## src/rtl/fofb_cell_tracker.sv

```systemverilog
// fofb_cell_tracker
// Merges cell-status beats from NUM_LINKS links with a round-robin arbiter and
// tracks which cells arrive in each fast-acquisition (FA) cycle. Each cycle ends
// either complete (all expected cells seen) or timed out. The tracker also keeps
// per-link success counts and end-of-cycle snapshots for the CSR readout.
module fofb_cell_tracker #(
  parameter int SYSCLK_RATE      = 100000000,
  parameter int NUM_LINKS        = 2,
  parameter int MAX_CELLS        = 32,
  parameter int CELL_INDEX_WIDTH = (MAX_CELLS > 1) ? $clog2(MAX_CELLS) : 1,
  parameter int CELL_COUNT_WIDTH = $clog2(MAX_CELLS + 1),
  parameter int LINK_INDEX_WIDTH = (NUM_LINKS > 1) ? $clog2(NUM_LINKS) : 1,
  parameter int TIMER_WIDTH      = 8,
  parameter int SEQNO_WIDTH      = 3
) (
  input  logic                                      sysClk,
  input  logic                                      sysReset,
  input  logic                                      FAstrobe,
  input  logic [CELL_COUNT_WIDTH-1:0]               cellCount,
  input  logic [TIMER_WIDTH-1:0]                    timeoutLimit,
  input  logic [NUM_LINKS-1:0]                      linkInhibit,
  input  logic [NUM_LINKS-1:0]                      statusTVALID,
  output logic [NUM_LINKS-1:0]                      statusTREADY,
  input  logic [NUM_LINKS*(CELL_INDEX_WIDTH+2)-1:0] statusTDATA,
  input  logic [NUM_LINKS-1:0]                      statusTUSER,
  output logic                                      mergedStrobe,
  output logic [LINK_INDEX_WIDTH-1:0]               mergedLink,
  output logic [1:0]                                mergedCode,
  output logic                                      readoutActive,
  output logic                                      readoutValid,
  output logic                                      readTimeout,
  output logic                                      timeoutStrobe,
  output logic                                      fofbEnabled,
  output logic [TIMER_WIDTH-1:0]                    readoutTime,
  output logic [SEQNO_WIDTH-1:0]                    seqno,
  output logic [CELL_COUNT_WIDTH-1:0]               cellCounter,
  output logic [MAX_CELLS-1:0]                      fofbBitmapAll,
  output logic [MAX_CELLS-1:0]                      fofbBitmapEnabled,
  output logic [MAX_CELLS-1:0]                      fofbBitmapAllSnapshot,
  output logic [MAX_CELLS-1:0]                      fofbBitmapEnabledSnapshot,
  output logic [NUM_LINKS*CELL_COUNT_WIDTH-1:0]     linkPacketCount
);

  localparam int STATUS_WIDTH = CELL_INDEX_WIDTH + 2;
  // Lane arrays are padded to a power of two so any grant index value is a legal select.
  localparam int LINK_SLOTS   = 1 << LINK_INDEX_WIDTH;
  localparam int US_RELOAD    = SYSCLK_RATE / 1000000 - 1;
  localparam int DIV_WIDTH    = (US_RELOAD > 0) ? $clog2(US_RELOAD + 1) : 1;

  // (base + offset) modulo NUM_LINKS, for offsets 0..NUM_LINKS-1.
  function automatic logic [LINK_INDEX_WIDTH-1:0] wrap_link(input int base, input int offset);
    int sum;
    sum = base + offset;
    if (sum >= NUM_LINKS) sum = sum - NUM_LINKS;
    return LINK_INDEX_WIDTH'(sum);
  endfunction

  // ---------------------------------------------------------------------------
  // Per-link lane decode
  // ---------------------------------------------------------------------------
  logic [LINK_SLOTS-1:0]       eligible;
  logic [LINK_SLOTS-1:0]       lane_user;
  logic [1:0]                  lane_code  [LINK_SLOTS];
  logic [CELL_INDEX_WIDTH-1:0] lane_index [LINK_SLOTS];

  genvar gi;
  generate
    for (gi = 0; gi < LINK_SLOTS; gi++) begin : g_lane
      if (gi < NUM_LINKS) begin : g_real
        assign eligible[gi]   = statusTVALID[gi] & ~linkInhibit[gi];
        assign lane_user[gi]  = statusTUSER[gi];
        assign lane_index[gi] = statusTDATA[gi*STATUS_WIDTH +: CELL_INDEX_WIDTH];
        assign lane_code[gi]  = statusTDATA[gi*STATUS_WIDTH + CELL_INDEX_WIDTH +: 2];
      end else begin : g_pad
        assign eligible[gi]   = 1'b0;
        assign lane_user[gi]  = 1'b0;
        assign lane_index[gi] = '0;
        assign lane_code[gi]  = 2'b00;
      end
    end
  endgenerate

  // ---------------------------------------------------------------------------
  // Round-robin arbiter
  // ---------------------------------------------------------------------------
  logic [LINK_INDEX_WIDTH-1:0] rr_ptr_q;
  logic                        grant_valid;
  logic [LINK_INDEX_WIDTH-1:0] grant_idx;
  logic                        transfer;

  // Pick the first eligible link at or after rr_ptr_q; the smallest offset wins.
  always_comb begin
    grant_valid = 1'b0;
    grant_idx   = '0;
    for (int k = NUM_LINKS - 1; k >= 0; k--) begin
      if (eligible[wrap_link(int'(rr_ptr_q), k)]) begin
        grant_valid = 1'b1;
        grant_idx   = wrap_link(int'(rr_ptr_q), k);
      end
    end
  end

  assign transfer = grant_valid & ~sysReset;

  // Inhibited links are always drained; otherwise only the granted link is ready.
  generate
    for (gi = 0; gi < NUM_LINKS; gi++) begin : g_ready
      assign statusTREADY[gi] = ~sysReset &
                                (linkInhibit[gi] | (grant_valid & (grant_idx == LINK_INDEX_WIDTH'(gi))));
    end
  endgenerate

  // ---------------------------------------------------------------------------
  // Merged beat stage
  // ---------------------------------------------------------------------------
  logic                        merged_strobe_q;
  logic [LINK_INDEX_WIDTH-1:0] merged_link_q;
  logic [1:0]                  merged_code_q;
  logic [CELL_INDEX_WIDTH-1:0] merged_index_q;
  logic                        merged_user_q;

  // Register the granted beat and advance the round-robin pointer past it.
  always_ff @(posedge sysClk) begin
    if (sysReset) begin
      merged_strobe_q <= 1'b0;
      merged_link_q   <= '0;
      merged_code_q   <= 2'b00;
      merged_index_q  <= '0;
      merged_user_q   <= 1'b0;
      rr_ptr_q        <= '0;
    end else begin
      merged_strobe_q <= transfer;
      if (transfer) begin
        merged_link_q  <= grant_idx;
        merged_code_q  <= lane_code[grant_idx];
        merged_index_q <= lane_index[grant_idx];
        merged_user_q  <= lane_user[grant_idx];
        rr_ptr_q       <= wrap_link(int'(grant_idx), 1);
      end
    end
  end

  logic success_event;
  logic index_in_range;
  logic track_event;
  logic readout_active_q;

  assign success_event  = merged_strobe_q & (merged_code_q == 2'b00);
  assign index_in_range = (int'(merged_index_q) < MAX_CELLS);
  assign track_event    = success_event & index_in_range & readout_active_q;

  // ---------------------------------------------------------------------------
  // Per-link success counters
  // ---------------------------------------------------------------------------
  generate
    for (gi = 0; gi < NUM_LINKS; gi++) begin : g_link_count
      logic [CELL_COUNT_WIDTH-1:0] count_q;
      logic [CELL_COUNT_WIDTH-1:0] packet_q;

      // Saturating running count, published and cleared at each FA strobe.
      always_ff @(posedge sysClk) begin
        if (sysReset) begin
          count_q  <= '0;
          packet_q <= '0;
        end else if (FAstrobe) begin
          packet_q <= count_q;
          count_q  <= '0;
        end else if (success_event && (merged_link_q == LINK_INDEX_WIDTH'(gi)) && (count_q != '1)) begin
          count_q <= count_q + 1'b1;
        end
      end

      assign linkPacketCount[gi*CELL_COUNT_WIDTH +: CELL_COUNT_WIDTH] = packet_q;
    end
  endgenerate

  // ---------------------------------------------------------------------------
  // Cycle tracker
  // ---------------------------------------------------------------------------
  logic                        readout_active_d;
  logic                        readout_valid_q,   readout_valid_d;
  logic                        read_timeout_q,    read_timeout_d;
  logic                        timeout_strobe_q,  timeout_strobe_d;
  logic                        fofb_enabled_q,    fofb_enabled_d;
  logic [TIMER_WIDTH-1:0]      readout_time_q,    readout_time_d;
  logic [SEQNO_WIDTH-1:0]      seqno_q,           seqno_d;
  logic [CELL_COUNT_WIDTH-1:0] cell_counter_q,    cell_counter_d;
  logic [CELL_COUNT_WIDTH-1:0] fofb_counter_q,    fofb_counter_d;
  logic [MAX_CELLS-1:0]        bitmap_all_q,      bitmap_all_d;
  logic [MAX_CELLS-1:0]        bitmap_en_q,       bitmap_en_d;
  logic [MAX_CELLS-1:0]        snap_all_q,        snap_all_d;
  logic [MAX_CELLS-1:0]        snap_en_q,         snap_en_d;
  logic [DIV_WIDTH-1:0]        div_q,             div_d;
  logic [TIMER_WIDTH-1:0]      timer_q,           timer_d;
  logic                        completion;
  logic                        timeout_hit;

  // Completion is judged on registered counts, so it beats a same-cycle timeout.
  assign completion  = readout_active_q && (cell_counter_q == cellCount);
  assign timeout_hit = readout_active_q && (timeoutLimit != '0) &&
                       (timer_q >= timeoutLimit) && !completion;

  // Next-state logic: FA strobe restarts the cycle, otherwise track, time and close it.
  always_comb begin
    readout_active_d = readout_active_q;
    readout_valid_d  = readout_valid_q;
    read_timeout_d   = read_timeout_q;
    timeout_strobe_d = 1'b0;
    fofb_enabled_d   = fofb_enabled_q;
    readout_time_d   = readout_time_q;
    seqno_d          = seqno_q;
    cell_counter_d   = cell_counter_q;
    fofb_counter_d   = fofb_counter_q;
    bitmap_all_d     = bitmap_all_q;
    bitmap_en_d      = bitmap_en_q;
    snap_all_d       = snap_all_q;
    snap_en_d        = snap_en_q;
    div_d            = div_q;
    timer_d          = timer_q;

    if (FAstrobe) begin
      snap_all_d       = bitmap_all_q;
      snap_en_d        = bitmap_en_q;
      bitmap_all_d     = '0;
      bitmap_en_d      = '0;
      cell_counter_d   = '0;
      fofb_counter_d   = '0;
      readout_valid_d  = 1'b0;
      read_timeout_d   = 1'b0;
      timer_d          = '0;
      div_d            = DIV_WIDTH'(US_RELOAD);
      readout_active_d = 1'b1;
    end else if (readout_active_q) begin
      // Microsecond timebase
      if (div_q == '0) begin
        div_d = DIV_WIDTH'(US_RELOAD);
        if (timer_q != '1) timer_d = timer_q + 1'b1;
      end else begin
        div_d = div_q - 1'b1;
      end

      // Arrival bookkeeping; repeats of a cell leave the bitmaps and counters alone
      if (track_event) begin
        if (!bitmap_all_q[merged_index_q]) begin
          bitmap_all_d[merged_index_q] = 1'b1;
          cell_counter_d               = cell_counter_q + 1'b1;
        end
        if (merged_user_q && !bitmap_en_q[merged_index_q]) begin
          bitmap_en_d[merged_index_q] = 1'b1;
          fofb_counter_d              = fofb_counter_q + 1'b1;
        end
      end

      // End of cycle
      if (completion) begin
        readout_valid_d  = 1'b1;
        fofb_enabled_d   = (fofb_counter_q == cellCount);
        seqno_d          = seqno_q + 1'b1;
        readout_time_d   = timer_q;
        readout_active_d = 1'b0;
      end else if (timeout_hit) begin
        read_timeout_d   = 1'b1;
        timeout_strobe_d = 1'b1;
        fofb_enabled_d   = 1'b0;
        readout_time_d   = timer_q;
        readout_active_d = 1'b0;
      end
    end
  end

  // Tracker state registers.
  always_ff @(posedge sysClk) begin
    if (sysReset) begin
      readout_active_q <= 1'b0;
      readout_valid_q  <= 1'b0;
      read_timeout_q   <= 1'b0;
      timeout_strobe_q <= 1'b0;
      fofb_enabled_q   <= 1'b0;
      readout_time_q   <= '0;
      seqno_q          <= '0;
      cell_counter_q   <= '0;
      fofb_counter_q   <= '0;
      bitmap_all_q     <= '0;
      bitmap_en_q      <= '0;
      snap_all_q       <= '0;
      snap_en_q        <= '0;
      div_q            <= '0;
      timer_q          <= '0;
    end else begin
      readout_active_q <= readout_active_d;
      readout_valid_q  <= readout_valid_d;
      read_timeout_q   <= read_timeout_d;
      timeout_strobe_q <= timeout_strobe_d;
      fofb_enabled_q   <= fofb_enabled_d;
      readout_time_q   <= readout_time_d;
      seqno_q          <= seqno_d;
      cell_counter_q   <= cell_counter_d;
      fofb_counter_q   <= fofb_counter_d;
      bitmap_all_q     <= bitmap_all_d;
      bitmap_en_q      <= bitmap_en_d;
      snap_all_q       <= snap_all_d;
      snap_en_q        <= snap_en_d;
      div_q            <= div_d;
      timer_q          <= timer_d;
    end
  end

  assign mergedStrobe              = merged_strobe_q;
  assign mergedLink                = merged_link_q;
  assign mergedCode                = merged_code_q;
  assign readoutActive             = readout_active_q;
  assign readoutValid              = readout_valid_q;
  assign readTimeout               = read_timeout_q;
  assign timeoutStrobe             = timeout_strobe_q;
  assign fofbEnabled               = fofb_enabled_q;
  assign readoutTime               = readout_time_q;
  assign seqno                     = seqno_q;
  assign cellCounter               = cell_counter_q;
  assign fofbBitmapAll             = bitmap_all_q;
  assign fofbBitmapEnabled         = bitmap_en_q;
  assign fofbBitmapAllSnapshot     = snap_all_q;
  assign fofbBitmapEnabledSnapshot = snap_en_q;

endmodule

```

## config.mk

```make
export PLATFORM = sky130hd
export DESIGN_NAME = fofb_cell_tracker
export DESIGN_NICKNAME = d
export VERILOG_FILES = /design/src/rtl/fofb_cell_tracker.sv
export SDC_FILE = /design/constraint.sdc
export NUM_CORES = 1
export LEC_CHECK = 0
export CAP_MARGIN = 20
export CELL_PAD_IN_SITES_DETAIL_PLACEMENT = 0
export CELL_PAD_IN_SITES_GLOBAL_PLACEMENT = 1
export CORE_MARGIN = 4
export CORE_UTILIZATION = 33
export CTS_BUF_LIST = sky130_fd_sc_hd__clkbuf_16
export CTS_CLUSTER_SIZE = 8
export DETAILED_ROUTE_END_ITERATION = 16
export GPL_ROUTABILITY_DRIVEN = 0
export PLACE_DENSITY = 0.83
export RECOVER_POWER = 50
export SYNTH_ARGS = -nofsm -noshare
export SYNTH_HDL_FRONTEND = slang
export SYNTH_SLANG_ARGS = --single-unit
```

## constraint.sdc

```tcl
create_clock -name sysClk -period 3 [get_ports sysClk]
set_input_delay 0.45 -clock sysClk [delete_from_list [all_inputs] [get_ports sysClk]]
set_output_delay 0.45 -clock sysClk [all_outputs]
set_load 0.005 [all_outputs]
```

# Yosys cells after proc, flatten, opt, wreduce, memory -nomap -nowiden
# Cells that the tools add are included.
# word_totals
in_bits,37
reg_bits,206
# op_classes
n_mux,37
n_bitwise,23
n_reduce_logical,26
n_eq_ne,5
n_lt_le_gt_ge,10
n_addsub,12
# op_table
op,count
$or A32 B32 Y32,2
$add A6 B1 Y6 const B,4
$mux W1,23
$mux W7,3
$reduce_and A3 Y1,6
$mux W8,2
$mux W5,3
$eq A6 B6 Y1,2
$ne A6 B6 Y1 const B,2
$bmux W1 S5,2
$logic_and A1 B1 Y1,10
$and A1 B1 Y1,9
$not A1 Y1,9
$add A8 B1 Y8 const B,1
$ge A8 B8 Y1,1
$ne A8 B8 Y1 const B,1
$reduce_bool A8 Y1,1
$logic_not A7 Y1,1
$sub A7 B1 Y7 const B,1
$ge A2 B2 Y1 const B,3
$lt A1 B2 Y1 const B,3
$lt A5 B6 Y1 const B,1
$mux W2,3
$demux W1 S5,1
13 further kinds,19

# Logic depth before layout (Yosys ltp)
# Gate-level depths: netlist (run 1).
# depth
word_depth,11
mapped_depth,10
mapped_depth_nobuf,8

# Worst setup path after synthesis (run 1)
# OpenSTA, ideal clock, no wires.
# synth_path
path_kind,register to register
startpoint,register merged_index_q[0]
endpoint,"register cell_counter_q[2], in the netlist cellCounter[2]"
path_slack_ps,786
n_path_buf,2
synth_period_minus_slack_ps,2214
path_stages_with_launch,9
arrival_ps,2097
required_time_ps,2884
cell_sequence,dfxtp_1 > buf_2 > mux4_2 > nand4_1 > nand2_1 > nor4_4 > buf_4 > a21oi_1 > a31o_2
# synth_via
elab_chain_len,4
# synth_lines
item,line,text
"start, declared",119,logic [CELL_INDEX_WIDTH-1:0] merged_index_q;
"start signal, assigned",136,merged_index_q <= lane_index[grant_idx];
$bmux W1 S5,244,if (!bitmap_all_q[merged_index_q]) begin
$mux W1 (implied by the code),244,
$not A1 Y1 (no source line),--,
$reduce_and A3 Y1 (no source line),--,
"end signal, assigned",297,cell_counter_q <= cell_counter_d;
"end, declared",187,"logic [CELL_COUNT_WIDTH-1:0] cell_counter_q, cell_counter_d;"
# No other way between the ends. The select of a mux whose other input is x is not followed.
# A chain may end at the register's enable or synchronous reset.

# Worst setup path in the final report (run 1)
# layout_path
startpoint,register merged_index_q[1]
endpoint,"register cell_counter_q[2], in the netlist cellCounter[2]"
# Same word-level chain as after synthesis.

==> impl_metrics.py, run 1 <==
metrics = {
    "status": {
        "status": "finished, violations left",
        "violations": "max-capacitance violations, max-slew violations",
    },
    "run": {
        "maxCapViolCount": 1,
    },
    "clocking": {
        "cts_sinks": 206,
        "clkTransAtPathRegs_ns": 0.06,
        "cts_buffers": 29,
        "clock_path_buffers": 3,
        "cts_tree": "built",
        "post_cts_buffers": 0,
        "root_buffer": "clkbuf_16",
        "cts_max_level": 1,
        "hold_buffers": 0,
        "clk_latency_ns": 0.54,
        "cts_resized": 0,
    },
    "setup_path": {
        "reg2reg_setup_slack_ns": 0.33,
        "r2r-start": "merged_index_q[1]",
        "crit_required_ns": 3.43,
        "arrival_ns": 3.09,
        "critPathKind": "reg2reg",
        "r2r-end": "cellCounter[2]",
        "path_max_fanout": 41,
        "cp-end-kind": "flop",
        "crit_path_start_kind": "flop",
        "rr_worst_depth": 8,
    },
    "route": {
        "top_layer_used": "met5",
        "wl_met3_mm": 1.896,
        "wl_mm": 26.48,
        "vias": 7423,
        "wire_per_inst_um": 18.29,
        "drtIter0Drc": 576,
        "wl_met1_mm": 12.34,
        "vias_per_cell": 5.126,
        "antenna_left": 0,
        "dr.pass1.iters": 5,
        "wl_met2_mm": 11.78,
        "drc_errors": 0,
    },
    "timing": {
        "whs_ns": 0.1994,
        "tightest_slew_ns": 2.320,
        "fin_crit_sh": 0.8885,
        "relSlewSlack": -0.5467,
        "fmax_ghz": 0.3752,
        "tns_ns": 0,
        "finalHoldViolCount": 0,
        "setup_violations": 0,
        "rsz0062_at_grt": "no",
        "maxSlewViolCount": 106,
        "period_minus_slack_ns": 2.666,
        "finClkSkew_ns": 0.02102,
    },
    "logic_synthesis": {
        "synth-xor-area-share": 0.03446,
        "synth_edf_count": 0,
        "syn-instance-count": 911,
        "syn_nets": 963,
        "synth_top_area_share": 0.4773,
        "synth_top_family_by_area": "simple AND/OR/NAND/NOR gates",
        "synthArstFlopShare": 0,
        "ys_seq_elements": 206,
        "netlist_area_mm2": 0.008641,
        "synth-compound-area-share": 0.1292,
        "synthAdderAreaFrac": 0.02172,
        "synthSimpleGateAreaFrac": 0.1657,
        "yosysSeqAreaShare": 0.4773,
        "synth_mux_area_frac": 0.1289,
        "avgSynthCellArea_um2": 9.485,
        "yosysWarnings": 0,
        "ys_types": 64,
        "synth_top_area_cell": "dfxtp_1",
        "synthFlopType": "dfxtp_1",
        "synthTopCellsByArea": "dfxtp_1 (48%), mux2i_1 (12%), nor2_1 (6.6%)",
    },
    "hold_path": {
        "hold_path_end": "rr_ptr_q",
        "hold_class": "in2reg",
        "hold_depth": 2,
        "hp-start": "sysReset",
    },
    "floorplanning": {
        "pin_count": 205,
        "dieWidth_um": 169.8,
        "dieArea_mm2": 0.02884,
        "rows": 58,
        "fp.coreArea_mm2": 0.02547,
        "die_height_um": 169.8,
        "start_util": 0.3392,
    },
    "grt": {
        "grt_max_degree": 106,
        "grt_util_all_layers": 0.1752,
        "grt_antenna_before_repair": 3,
        "grt_pass1_vias": 7212,
        "grt_overflow_total": 0,
        "grt_pass1_wl_mm": 40.79,
    },
    "finish": {
        "final_nets": 1170,
        "drive_gt1_frac": 0.07603,
        "fillers": 2385,
        "antenna_cells": 0,
        "synthToLayoutAreaGrowth_pct": 36.77,
    },
    "power": {
        "peakVddDrop_v": 0.0003784,
        "p_per_area_mw_per_mm2": 508.6,
        "leakage_nw": 4.742,
        "p_total_mw": 6.011,
    },
    "placed_design": {
        "dpl.hpwl_mm": 19.06,
        "portBuffers": 204,
    },
}
[layout by cell type, fill, tap and decap left out, drive strengths merged, types with 4 or more instances in the layout]
cell	instances
dfxtp	206
clkdlybuf4s50	111
nand2	56
nand3	19
buf	31
nand4	13
a311oi	4
xor2	22
nor2	152
o21ai	26
nor4	11
a31oi	17
xnor2	12
mux2i	100
a32o	16
o32ai	7
clkbuf	32
a22oi	8
and3	8
nand2b	5
ha	15
a22o	16
nor3	17
dlygate4sd3	91
inv	25
a21oi	38
or3	8
o31ai	7
mux4	4
[cells in the mapped netlist, types with 9 or more instances]
master    instances
a32o_1           16
nand2_1          56
clkbuf_1         30
o21ai_0          26
nand3_1          19
buf_2             9
xnor2_1          12
ha_1             15
nor3_1           17
a31oi_1          17
nor2_1          152
a22o_1           16
buf_1            14
nand4_1          12
xor2_1           22
mux2i_1         100
dfxtp_1         206
a21oi_1          38
inv_1            24
nor4_1           10
[state kept, by name, indices dropped and copies added (netlist names), 7 cells and up]
name,flops
g_link_count.count_q,12
timer_q,8
g_link_count.packet_q,12
fofbBitmapEnabledSnapshot,32
readoutTime,8
fofbBitmapEnabled,32
div_q,7
fofbBitmapAll,32
fofbBitmapAllSnapshot,32
[final cells by class]
type / instances / area (µm²) / area share
multi-input combinational: 620 / 4154 / 0.3515
sequential: 206 / 4125 / 0.3491
timing repair buffer: 236 / 2293 / 0.1941
clock buffer: 29 / 725.7 / 0.06141
tap: 330 / 412.9 / 0.03494
inverter: 25 / 93.84 / 0.007941
clock inverter: 2 / 12.51 / 0.001059
[through the flow]
| step | cell area, µm² | util | setup WS, ns | cells |
|---|---|---|---|---|
| 5_1_grt | 11820 | 0.4639 | 0.2337 | 1448 |
| 6_report | 11820 | 0.4639 | 0.3345 | 1448 |
| 3_3_place_gp | 11090 | 0.4355 | 0.4303 | 1416 |
| 3_5_place_dp | 11090 | 0.4355 | 0.3708 | 1416 |
| 4_1_cts | 11830 | 0.4645 | 0.3749 | 1447 |
| 2_1_floorplan | 8641 | - | 0.7865 | 911 |
[power by group]
part           switching, mW  internal [mW]  leakage, nW
registers             0.0297           2.76         1.66
clock network           1.12           1.68        0.363
logic                  0.247          0.172         2.72
total                   1.40           4.61         4.74
[critical path, stage by stage, from the launching register on]
cell	delay, ns
dfxtp_2	0.57
buf_4	0.27
mux2i_1	0.21
o32ai_1	0.09
or4_4	0.57
nor4_4	0.29
buf_12	0.25
a21oi_1	0.09
a31o_2	0.21
[cells by family (layout without fill, tap and decap cells)]
kind of cell               after synthesis  count (layout)
buffers and inverters                   85             292
DFF                                    206             206
adders and majority gates               15              15
xor gates and xnor gates                34              34
muxes                                  106             106
and+or+nand+nor                        308             308
AOI/OAI and AO/OA                      157             157
[how the worst max path moves through the flow]
stage | startpoint | endpoint | slack (ns) | cells past startpoint
finish | merged_index_q[1] | cellCounter[2] | 0.33 | 8
global route | merged_index_q[1] | fofbBitmapEnabled[28] | 0.23 | 9
CTS | merged_index_q[1] | cellCounter[2] | 0.37 | 8
detailed placement | merged_index_q[1] | cellCounter[2] | 0.37 | 8
global placement | merged_index_q[1] | cellCounter[2] | 0.43 | 8
floorplan | merged_index_q[0] | cellCounter[2] | 0.79 | 8
[per-layer routing]
metal	track usage	vias up
li1	-	3662
met1	0.2418	3509
met2	0.2772	212
met3	0.04437	34
met4	0.04060	6
met5	0	-
Note: power is estimated with default switching activity, not from simulation.
==> inputs of run 2 (changes only) <==
--- a/config.mk
+++ b/config.mk
@@ -11,6 +11,7 @@
 export CORE_MARGIN = 4
 export CORE_UTILIZATION = 33
 export CTS_BUF_LIST = sky130_fd_sc_hd__clkbuf_16
+export CTS_CLUSTER_DIAMETER = 80
 export CTS_CLUSTER_SIZE = 8
 export DETAILED_ROUTE_END_ITERATION = 16
 export GPL_ROUTABILITY_DRIVEN = 0
==> constraint.sdc (replaced) <==
create_clock -name sysClk -period 3.24 [get_ports sysClk]
set_input_delay 0.486 -clock sysClk [delete_from_list [all_inputs] [get_ports sysClk]]
set_output_delay 0.486 -clock sysClk [all_outputs]
set_load 0.005 [all_outputs]
==> impl_metrics.py, run 2 (synthesis results as in run 1) <==
metrics = {
    "setup_path": {
        "crit_required_ns": 3.71,
        "r2r-start": "merged_index_q[4]",
        "cp-end-kind": "flop",
        "cp_cell_sequence": "nand2b_1, o311ai_0, or4_4, nor4_4, buf_4, buf_4, a31oi_1, nor2_1",
        "slowest_stage": "dfxtp_1",
        "reg2reg_setup_slack_ns": 0.46,
        "max_stage_delay_ns": 0.60,
        "r2r-end": "fofbBitmapAll[30]",
        "cpMostUsedCell": "buf_4",
        "critPathKind": "reg2reg",
        "arrival_ns": 3.25,
        "path_max_fanout": 32,
        "crit_path_start_kind": "flop",
        "rr_worst_depth": 8,
    },
    "finish": {
        "final_nets": 1163,
        "final_cells": 1442,
        "fin_area_mm2": 0.01174,
        "fillers": 2407,
        "final_cell_mix": "dfxtp_1 (205), nor2_1 (151), clkdlybuf4s50_1 (110)",
        "drive_gt1_frac": 0.06751,
        "final_common_cell": "dfxtp_1",
        "synthToLayoutAreaGrowth_pct": 35.84,
        "fin_util": 0.4608,
        "multiInputGateArea_mm2": 0.004149,
        "regArea_mm2": 0.004125,
    },
    "power": {
        "p_total_mw": 5.553,
        "p_per_area_mw_per_mm2": 473.1,
        "peakVddDrop_v": 0.0003715,
        "leakage_nw": 4.690,
    },
    "clocking": {
        "clock_path_buffers": 3,
        "cts_buffers": 29,
        "post_cts_buffers": 0,
        "cts_max_level": 1,
        "cts_sinks": 206,
        "cts_resized": 0,
        "clkTransAtPathRegs_ns": 0.05,
        "root_buffer": "clkbuf_16",
        "hold_buffers": 0,
        "cts_tree": "built",
        "clk_latency_ns": 0.54,
    },
    "run": {
        "maxCapViolCount": 2,
    },
    "timing": {
        "finalHoldViolCount": 0,
        "relSlewSlack": -0.1459,
        "fin_crit_sh": 0.8590,
        "tns_ns": 0,
        "rsz0062_at_grt": "no",
        "period_minus_slack_ns": 2.783,
        "setup_slack_ns": 0.4567,
        "tightest_slew_ns": 1.719,
        "whs_ns": 0.4744,
        "maxSlewViolCount": 81,
        "fmax_ghz": 0.3593,
        "setup_violations": 0,
        "finClkSkew_ns": 0.02256,
    },
    "route": {
        "wire_per_inst_um": 18.48,
        "antenna_left": 0,
        "top_layer_used": "met5",
        "wl_met1_mm": 12.33,
        "wl_met3_mm": 1.963,
        "drtIter0Drc": 569,
        "drc_errors": 0,
        "dr.pass1.iters": 5,
        "wl_met2_mm": 11.74,
        "wl_mm": 26.66,
        "vias_per_cell": 5.154,
        "vias": 7432,
    },
    "floorplanning": {
        "pin_count": 205,
        "dieWidth_um": 169.8,
        "start_util": 0.3392,
        "rows": 58,
        "die_height_um": 169.8,
        "fp.coreArea_mm2": 0.02547,
        "dieArea_mm2": 0.02884,
    },
    "grt": {
        "grt_pass1_wl_mm": 41.61,
        "grt_util_all_layers": 0.1783,
        "grt_overflow_total": 0,
        "grt_antenna_before_repair": 3,
        "grt_max_degree": 81,
        "grt_pass1_vias": 7074,
    },
    "placed_design": {
        "placed_area_mm2": 0.01102,
        "place_inst": 1409,
        "dpl.hpwl_mm": 19.36,
        "pre_cts_slack_ns": 0.5134,
        "portBuffers": 204,
    },
    "hold_path": {
        "hold_class": "reg2reg",
        "hp-start": "readoutTime[3]",
        "hold_depth": 2,
        "hold_path_end": "readoutTime[3]",
    },
    "status": {
        "violations": "max-capacitance violations, max-slew violations",
        "status": "finished, violations left",
    },
}
==> run 2: critical path: cells and delay by family (launching register included) <==
family,cells,cell delay [ns]
DFF,1,0.60
and+or+nand+nor,4,1.24
buffers and inverters,2,0.52
AOI/OAI and AO/OA,2,0.34
==> run 2: worst max-delay path by stage <==
stage	from	depth (start not counted)	slack [ns]	to
2_1_floorplan	merged_index_q[0]	8	1.03	cellCounter[2]
3_3_place_gp	merged_index_q[0]	6	0.57	fofb_counter_q[4]
3_5_place_dp	merged_index_q[0]	6	0.51	fofbBitmapEnabled[17]
4_1_cts	merged_index_q[1]	9	0.48	fofbBitmapAll[30]
5_1_grt	mergedStrobe	7	0.20	fofbBitmapEnabled[4]
6_report	merged_index_q[4]	8	0.46	fofbBitmapAll[30]
==> run 2: power by group <==
group	switching (mW)	internal, mW	leakage, nW	total, mW
Combinational	0.223	0.152	2.66	0.375
Sequential	0.0304	2.56	1.66	2.59
Clock	1.03	1.56	0.363	2.59
Total	1.29	4.27	4.69	5.55
==> run 2: layout make-up <==
type | instances | share of cell area
multi-input cells | 620 | 0.3535
flip-flops and latches | 206 | 0.3515
repair buffers | 229 | 0.1888
clock buffers | 29 | 0.06183
well taps | 330 | 0.03518
inverters | 25 | 0.007995
clock inverters | 2 | 0.001066
diodes | 1 | 0.0002132
==> run 2: per-layer routing <==
metal	up-vias	track usage
met4	4	0.04550
met2	266	0.2733
li1	3638	-
met1	3483	0.2539
met3	41	0.04181
met5	-	0
